==> config.mk <==
export PLATFORM = sky130hd
export DESIGN_NAME = mem_arbiter_flat
export DESIGN_NICKNAME = d
export VERILOG_FILES = /design/src/rtl/mem_arbiter_if.sv /design/src/rtl/mem_arbiter.sv /design/src/flat_wrapper.sv
export SDC_FILE = /design/constraint.sdc
export NUM_CORES = 1
export LEC_CHECK = 0
export ABC_AREA = 1
export CORE_MARGIN = 2
export CORE_UTILIZATION = 43
export DETAILED_ROUTE_END_ITERATION = 8
export GPL_TIMING_DRIVEN = 0
export MAX_ROUTING_LAYER = met4
export PLACE_DENSITY = 0.89
export SETUP_SLACK_MARGIN = 0.15
export SYNTH_ARGS = -nofsm -noshare
export SYNTH_HDL_FRONTEND = slang
export SYNTH_SLANG_ARGS = --single-unit
==> constraint.sdc <==
create_clock -name clk -period 4.6 [get_ports clk]
set_clock_uncertainty 0.2 [all_clocks]
set_input_delay 0.69 -clock clk [delete_from_list [all_inputs] [get_ports clk]]
set_output_delay 0.69 -clock clk [all_outputs]
set_load 0.02 [all_outputs]
==> src/rtl/mem_arbiter_if.sv <==
// Request/response and memory-side bus of the mem_arbiter.
// The arbiter connects through the slave modport; the requesters and the memory use master.
`timescale 1ns/1ps
interface mem_arbiter_if #(
    parameter int NUM_PORTS = 2,
    parameter int ADDR_W    = 32,
    parameter int DATA_W    = 32
);
    logic [NUM_PORTS-1:0]        req_valid;
    logic [NUM_PORTS-1:0]        req_we;
    logic [NUM_PORTS*ADDR_W-1:0] req_addr;
    logic [NUM_PORTS*DATA_W-1:0] req_wdata;
    logic [NUM_PORTS-1:0]        req_ready;
    logic [NUM_PORTS-1:0]        rsp_valid;
    logic [DATA_W-1:0]           rsp_data;
    logic                        rsp_err;
    logic [ADDR_W-1:0]           mem_addr;
    logic [DATA_W-1:0]           mem_wdata;
    logic                        mem_re;
    logic                        mem_wr;
    logic [DATA_W-1:0]           mem_rdata;
    logic                        mem_ready;
    logic                        busy;

    modport slave (
        input  req_valid, req_we, req_addr, req_wdata, mem_rdata, mem_ready,
        output req_ready, rsp_valid, rsp_data, rsp_err,
        output mem_addr, mem_wdata, mem_re, mem_wr, busy
    );

    modport master (
        output req_valid, req_we, req_addr, req_wdata, mem_rdata, mem_ready,
        input  req_ready, rsp_valid, rsp_data, rsp_err,
        input  mem_addr, mem_wdata, mem_re, mem_wr, busy
    );
endinterface

==> src/rtl/mem_arbiter.sv <==
// Registered N-port arbiter onto a single memory port: latches the winning request,
// holds strobes until mem_ready (or timeout) and pulses a response to the owner only.
`timescale 1ns/1ps
module mem_arbiter #(
    parameter int NUM_PORTS = 2,
    parameter int ADDR_W    = 32,
    parameter int DATA_W    = 32,
    parameter int RR_MODE   = 0,
    parameter int TIMEOUT   = 255
) (
    input  logic         clk,
    input  logic         rst,
    mem_arbiter_if.slave bus
);
    localparam int unsigned NP = NUM_PORTS;
    localparam int OW = (NUM_PORTS > 1) ? $clog2(NUM_PORTS) : 1;
    localparam int TW = (TIMEOUT > 0) ? $clog2(TIMEOUT + 1) : 1;

    typedef enum logic {
        S_IDLE = 1'b0,
        S_BUSY = 1'b1
    } state_t;

    state_t                r_state;
    logic [OW-1:0]         r_owner;
    logic [OW-1:0]         r_ptr;
    logic [TW-1:0]         r_cnt;
    logic [NUM_PORTS-1:0]  r_req_ready;
    logic [NUM_PORTS-1:0]  r_rsp_valid;
    logic [DATA_W-1:0]     r_rsp_data;
    logic                  r_rsp_err;
    logic [ADDR_W-1:0]     r_mem_addr;
    logic [DATA_W-1:0]     r_mem_wdata;
    logic                  r_mem_re;
    logic                  r_mem_wr;
    logic                  r_busy;

    logic [OW-1:0]         w_win;
    logic                  w_any;
    logic [NUM_PORTS-1:0]  w_win_oh;
    logic [NUM_PORTS-1:0]  w_own_oh;
    logic [ADDR_W-1:0]     w_addr;
    logic [DATA_W-1:0]     w_wdata;
    logic                  w_we;
    logic                  w_timeout;

    // Winner selection: highest valid index, or round-robin search starting after r_ptr.
    always_comb begin
        logic [OW-1:0] idx;
        logic          found;
        w_win = '0;
        idx   = '0;
        found = 1'b0;
        w_any = |bus.req_valid;
        if (RR_MODE != 0) begin
            for (int unsigned k = 1; k <= NP; k++) begin
                idx = OW'((32'(r_ptr) + k) % NP);
                if (!found && bus.req_valid[idx]) begin
                    w_win = idx;
                    found = 1'b1;
                end
            end
        end else begin
            for (int unsigned i = 0; i < NP; i++) begin
                if (bus.req_valid[i]) begin
                    w_win = OW'(i);
                end
            end
        end
    end

    // Payload mux for the selected port.
    always_comb begin
        w_addr  = '0;
        w_wdata = '0;
        w_we    = 1'b0;
        for (int unsigned i = 0; i < NP; i++) begin
            if (w_win == OW'(i)) begin
                w_addr  = bus.req_addr[i*ADDR_W +: ADDR_W];
                w_wdata = bus.req_wdata[i*DATA_W +: DATA_W];
                w_we    = bus.req_we[i];
            end
        end
    end

    assign w_win_oh = {{(NUM_PORTS-1){1'b0}}, 1'b1} << w_win;
    assign w_own_oh = {{(NUM_PORTS-1){1'b0}}, 1'b1} << r_owner;
    // Abort on the edge where the low-ready count would reach TIMEOUT, so the
    // strobe is high for exactly TIMEOUT cycles.
    assign w_timeout = (TIMEOUT != 0) && (r_cnt == TW'(TIMEOUT - 1));

    // Arbitration FSM with registered grant, strobe and response outputs.
    always_ff @(posedge clk or negedge rst) begin
        if (!rst) begin
            r_state     <= S_IDLE;
            r_owner     <= '0;
            r_ptr       <= OW'(NUM_PORTS - 1);
            r_cnt       <= '0;
            r_req_ready <= '0;
            r_rsp_valid <= '0;
            r_rsp_data  <= '0;
            r_rsp_err   <= 1'b0;
            r_mem_addr  <= '0;
            r_mem_wdata <= '0;
            r_mem_re    <= 1'b0;
            r_mem_wr    <= 1'b0;
            r_busy      <= 1'b0;
        end else begin
            r_req_ready <= '0;
            r_rsp_valid <= '0;
            case (r_state)
                S_IDLE: begin
                    if (w_any) begin
                        r_state     <= S_BUSY;
                        r_owner     <= w_win;
                        r_req_ready <= w_win_oh;
                        r_mem_addr  <= w_addr;
                        r_mem_wdata <= w_wdata;
                        r_mem_re    <= ~w_we;
                        r_mem_wr    <= w_we;
                        r_busy      <= 1'b1;
                        r_cnt       <= '0;
                        if (RR_MODE != 0) begin
                            r_ptr <= w_win;
                        end
                    end
                end
                S_BUSY: begin
                    if (bus.mem_ready) begin
                        r_state     <= S_IDLE;
                        r_rsp_valid <= w_own_oh;
                        r_rsp_data  <= r_mem_re ? bus.mem_rdata : '0;
                        r_rsp_err   <= 1'b0;
                        r_mem_addr  <= '0;
                        r_mem_wdata <= '0;
                        r_mem_re    <= 1'b0;
                        r_mem_wr    <= 1'b0;
                        r_busy      <= 1'b0;
                        r_cnt       <= '0;
                    end else if (w_timeout) begin
                        r_state     <= S_IDLE;
                        r_rsp_valid <= w_own_oh;
                        r_rsp_data  <= '0;
                        r_rsp_err   <= 1'b1;
                        r_mem_addr  <= '0;
                        r_mem_wdata <= '0;
                        r_mem_re    <= 1'b0;
                        r_mem_wr    <= 1'b0;
                        r_busy      <= 1'b0;
                        r_cnt       <= '0;
                    end else if (TIMEOUT != 0 && r_cnt != '1) begin
                        r_cnt <= r_cnt + 1'b1;
                    end
                end
                default: r_state <= S_IDLE;
            endcase
        end
    end

    assign bus.req_ready = r_req_ready;
    assign bus.rsp_valid = r_rsp_valid;
    assign bus.rsp_data  = r_rsp_data;
    assign bus.rsp_err   = r_rsp_err;
    assign bus.mem_addr  = r_mem_addr;
    assign bus.mem_wdata = r_mem_wdata;
    assign bus.mem_re    = r_mem_re;
    assign bus.mem_wr    = r_mem_wr;
    assign bus.busy      = r_busy;
endmodule
==> src/flat_wrapper.sv <==
// flat-port wrapper written by rule: the top's interface ports become plain ports
module mem_arbiter_flat 
#(
    parameter int NUM_PORTS = 2,
    parameter int ADDR_W    = 32,
    parameter int DATA_W    = 32,
    parameter int RR_MODE   = 0,
    parameter int TIMEOUT   = 255
)
  (clk, rst, bus_req_valid, bus_req_we, bus_req_addr, bus_req_wdata, bus_mem_rdata, bus_mem_ready, bus_req_ready, bus_rsp_valid, bus_rsp_data, bus_rsp_err, bus_mem_addr, bus_mem_wdata, bus_mem_re, bus_mem_wr, bus_busy);
  mem_arbiter_if #(.NUM_PORTS(NUM_PORTS), .ADDR_W(ADDR_W), .DATA_W(DATA_W)) bus_i ();
  input  logic clk;
  input  logic rst;
  input wire logic [$bits(bus_i.req_valid)-1:0] bus_req_valid;
  input wire logic [$bits(bus_i.req_we)-1:0] bus_req_we;
  input wire logic [$bits(bus_i.req_addr)-1:0] bus_req_addr;
  input wire logic [$bits(bus_i.req_wdata)-1:0] bus_req_wdata;
  input wire logic [$bits(bus_i.mem_rdata)-1:0] bus_mem_rdata;
  input wire logic [$bits(bus_i.mem_ready)-1:0] bus_mem_ready;
  output wire logic [$bits(bus_i.req_ready)-1:0] bus_req_ready;
  output wire logic [$bits(bus_i.rsp_valid)-1:0] bus_rsp_valid;
  output wire logic [$bits(bus_i.rsp_data)-1:0] bus_rsp_data;
  output wire logic [$bits(bus_i.rsp_err)-1:0] bus_rsp_err;
  output wire logic [$bits(bus_i.mem_addr)-1:0] bus_mem_addr;
  output wire logic [$bits(bus_i.mem_wdata)-1:0] bus_mem_wdata;
  output wire logic [$bits(bus_i.mem_re)-1:0] bus_mem_re;
  output wire logic [$bits(bus_i.mem_wr)-1:0] bus_mem_wr;
  output wire logic [$bits(bus_i.busy)-1:0] bus_busy;
  assign bus_i.req_valid = bus_req_valid;
  assign bus_i.req_we = bus_req_we;
  assign bus_i.req_addr = bus_req_addr;
  assign bus_i.req_wdata = bus_req_wdata;
  assign bus_i.mem_rdata = bus_mem_rdata;
  assign bus_i.mem_ready = bus_mem_ready;
  assign bus_req_ready = bus_i.req_ready;
  assign bus_rsp_valid = bus_i.rsp_valid;
  assign bus_rsp_data = bus_i.rsp_data;
  assign bus_rsp_err = bus_i.rsp_err;
  assign bus_mem_addr = bus_i.mem_addr;
  assign bus_mem_wdata = bus_i.mem_wdata;
  assign bus_mem_re = bus_i.mem_re;
  assign bus_mem_wr = bus_i.mem_wr;
  assign bus_busy = bus_i.busy;
  mem_arbiter #(.NUM_PORTS(NUM_PORTS), .ADDR_W(ADDR_W), .DATA_W(DATA_W), .RR_MODE(RR_MODE), .TIMEOUT(TIMEOUT)) u_core (.clk(clk), .rst(rst), .bus(bus_i));
endmodule
* After elaboration in Yosys (flattened, before gate mapping)
Cells that the tools add are included.
** Cells by class
- Bitwise operators :: 2
- Mux-type cells :: 36
- Equal/unequal tests :: 5
- Shift operators :: 2
- Add/sub/neg operators :: 1
- Reductions and logical operators :: 6
** Operators with widths (number)
- $mux 32 :: 8
- $pmux 32 s2 :: 2
- $mux 8 :: 4
- $pmux 8 s2 :: 1
- $mux 1 :: 12
- $mux 2 :: 5
- $add 8x1->8 const B :: 1
- $eq 8x8->1 const B :: 1
- $ne 8x8->1 const B :: 1
- $pmux 1 s2 :: 4
- $reduce_and 2->1 :: 4
- $ne 4x4->1 const B :: 1
- $shl 1x1->2 const A :: 2
- $ne 3x3->1 const B :: 1
- $ne 2x1->1 const B :: 1
- $not 1->1 :: 2
- $reduce_bool 2->1 :: 1
- $reduce_or 2->1 :: 1
** Word-level totals
- Bits of input ports :: 167
- Logic and storage cells :: 64
- Register bits after elaboration :: 114
- Output and inout port bits :: 104

* Logic depth before layout (Yosys ltp)
- Depth in word-level cells :: 5
- Mapped depth :: 11
- Mapped depth without buffers :: 10

* Worst setup path after synthesis
OpenSTA, ideal clock, no wires.
- Path type :: input to register
- Start :: input port bus_req_valid[1]
- End :: register u_core.r_mem_addr[13], in the netlist u_core.bus.mem_addr[13]
- Setup slack :: 2713 ps
- Stages :: 8
- Data arrival time :: 1552 ps
- Path buffers :: 3
- Cells stage by stage :: buf_2 > inv_1 > nor2_1 > nor2_4 > buf_6 > buf_4 > nand3_1 > o21ai_0
** Between the ends
- Longest elaborated chain between the ends :: 4
** RTL lines
- from (decl) :: line flat_wrapper.sv:14 : input wire logic [$bits(bus_i.req_valid)-1:0] bus_req_valid;
- $mux 1 :: line mem_arbiter.sv:65 : if (bus.req_valid[i]) begin
- $mux 32 :: line mem_arbiter.sv:78 : if (w_win == OW'(i)) begin
- $mux 32 :: line mem_arbiter.sv:113 : if (w_any) begin
- $pmux 32 s2 :: line mem_arbiter.sv:111 : case (r_state)
- to (signal assigned) :: line mem_arbiter.sv:117 : r_mem_addr <= w_addr;
- to (decl) :: line mem_arbiter.sv:32 : logic [ADDR_W-1:0] r_mem_addr;
Parallel ways exist; a longest one is shown, timed or not. The select of a mux whose other input is x is not followed.
A chain may end at the register's enable or synchronous reset.

* Worst setup path in the final report
- Start :: register u_core.r_mem_addr[4], in the netlist u_core.bus.mem_addr[4]
- End :: output port bus_mem_addr[4]
** RTL lines
- to (decl) :: line flat_wrapper.sv:24 : output wire logic [$bits(bus_i.mem_addr)-1:0] bus_mem_addr;
No word-level cell between the ends.

==> out/results.ini <==
[critical_path]
r2r-start=u_core.r_cnt[0]
slowest_delay_ns=0.68
end_kind=primary output
crit_buf_inv=1
crit_chain=clkdlybuf4s50_1
path_class=flop to primary output
required_ns=3.71
cp_max_fo=2
cp-start-kind=flop
critical_path_arrival_ns=1.44
startpoint=u_core.bus.mem_addr[4]
critPathTopFamily=buffers and inverters
crit_slowest_cell=clkdlybuf4s50_1

[finish]
num_antenna_cells=0
final_net_count=1001
final_common_cell=clkdlybuf4s50_1
final_area_um2=8882
area_growth_syn_to_layout_pct=66.37
nFillCells=800
most-common-layout-cells=clkdlybuf4s50_1 (268), dfrtp_1 (114), nand2_1 (98), mux2i_1 (65), nand3_1 (64)
drive_above_1_share=0.09112

[clocking]
cts-hold-fix-buffers=0
cts_inserted_buffers=17
clkTransAtPathRegs_ns=0.05
cts_setup_buffers=0
cts_buffer_depth=2
cts_tree=built
cts_root_buf=clkbuf_16
clkSinkCount=114
clock_latency_ns=0.40
htree_levels=4
ctsResizeCount=0

[timing]
slew_violations=0
rsz0062_at_grt=no
layout_setup_ws_ns=2.273
setup_tns_ns=0
min_period_ns=2.327
max_slew_margin=0.4668
finalHoldViolations=0
worstMarginPinSlew_ns=0.7997
fin_crit_sh=0.5060
finalSetupViolations=0
timing.fmax_mhz=429.6

[route]
vias=5302
via_per_inst=5.234
routedWlPerCell_um=17.71
drt_iter0_drc=425
drc=0
drt_wl_total_um=17940
firstDrtPassIters=5
ant_nets=0

[global_route]
overflow=0
grt_max_degree=62
antenna_found_initial=0
grt_pass1_vias=5455
grt_pass1_wl_um=27590
grt.total_usage=0.2788

[power_and_ir_drop]
leakage_nw=3.904
peakVddDrop_uv=210.4
powerDensity_nw_per_um2=499.5
total_power_mw=4.437

[yosys]
syn_area_um2=5339
yosysSeqAreaShare=0.5343
postSynthCellCount=543
ys_ff_latch=114
synth_cell_types=25
yosysWarnings=0
syn-num-nets=712
syn_area_per_cell_um2=9.832

[floorplan]
core-area_um2=12060
initial_utilization=0.4426
rows=40
die_height_um=115.4
dieArea_um2=13320
io_pins=271
die_w_um=115.4

[placement]
placed_cell_area_um2=8267
hpwl_um=13400
dp_worst_setup_slack_ns=2.039
routabilityCongestion=0.8685
io_buffers=269

[min_path]
hp-class=input port to asynchronous set/reset pin

[job]
maxCapViolCount=0

[run_status]
status=finished, final reports clean

[area by class of cell]
type / count / area [µm²] / area share
plain buffers: 40 / 244.0 / 0.02747
flip-flops and latches: 114 / 2853 / 0.3212
well taps: 168 / 210.2 / 0.02367
clock inverters: 9 / 127.6 / 0.01437
inverters: 19 / 71.32 / 0.008029
repair buffers: 270 / 2718 / 0.3060
multi-input cells: 370 / 2171 / 0.2444
clock buffers: 23 / 488.0 / 0.05494
[per-stage QoR]
step | utilization | cells | hold WS (ns)
3_5_place_dp | 0.6854 | 981 | 0.2223
2_1_floorplan | - | 543 | 0.1944
4_1_cts | 0.7364 | 1013 | 0.1955
3_3_place_gp | 0.6833 | 980 | 0.2154
6_report | 0.7364 | 1013 | 0.1687
5_1_grt | 0.7364 | 1013 | 0.2251
[final timing paths]
check	to	slack, ns	depth (start not counted)
worst max-delay path	bus_mem_addr[4]	2.27	1
worst min-delay path	u_core.bus.rsp_data[14]	0.17	1
worst max register to register	u_core.bus.mem_addr[30]	2.49	10
worst min register to register	u_core.bus.rsp_valid[0]	0.22	1
max in group asynchronous	u_core.bus.mem_addr[9]	3.29	2
min in group clk	u_core.bus.rsp_valid[0]	0.22	1
[cells by family after synthesis]
kind of cell	count (synthesis)	synth area share
DFF	114	0.5343
buffers and inverters	59	0.05906
AOI/OAI and AO/OA	104	0.1031
xor gates and xnor gates	2	0.003282
adders and majority gates	2	0.004686
and+or+nand+nor	197	0.1737
muxes	65	0.1219
[cells in the mapped netlist, drive strengths merged]
cell type	n	area, µm²
mux2i	65	650.6
ha	2	25.02
inv	19	71.32
xor2	2	17.52
o22ai	1	6.260
nand4	6	37.54
dfrtp	114	2853
nor3	2	10.01
nand3	74	420.4
o21ai	102	533.0
o21bai	1	11.26
clkbuf	11	41.29
nand2	101	396.6
nor2	14	62.56
buf	29	202.7
[state kept, by name (all words and copies together), names as in the netlist, 2 cells and up]
signal,flops
u_core.bus.mem_addr,32
u_core.bus.mem_wdata,32
u_core.bus.req_ready,2
u_core.bus.rsp_data,32
u_core.bus.rsp_valid,2
u_core.r_cnt,8
[where the power goes]
group / internal, mW / switching (mW)
Sequential: 1.27 / 0.164
Combinational: 0.759 / 0.886
Clock: 0.906 / 0.456
[per-layer routing]
layer / routed length (µm) / vias to the layer above / global-route usage
li1: - / 2441 / -
met1: 6807 / 2574 / 0.3106
met2: 9282 / 243 / 0.4815
met3: 1339 / 44 / 0.07322
met4: 511 / 0 / 0.1020
met5: 0 / - / -
Power figures use the tool's default switching activity.
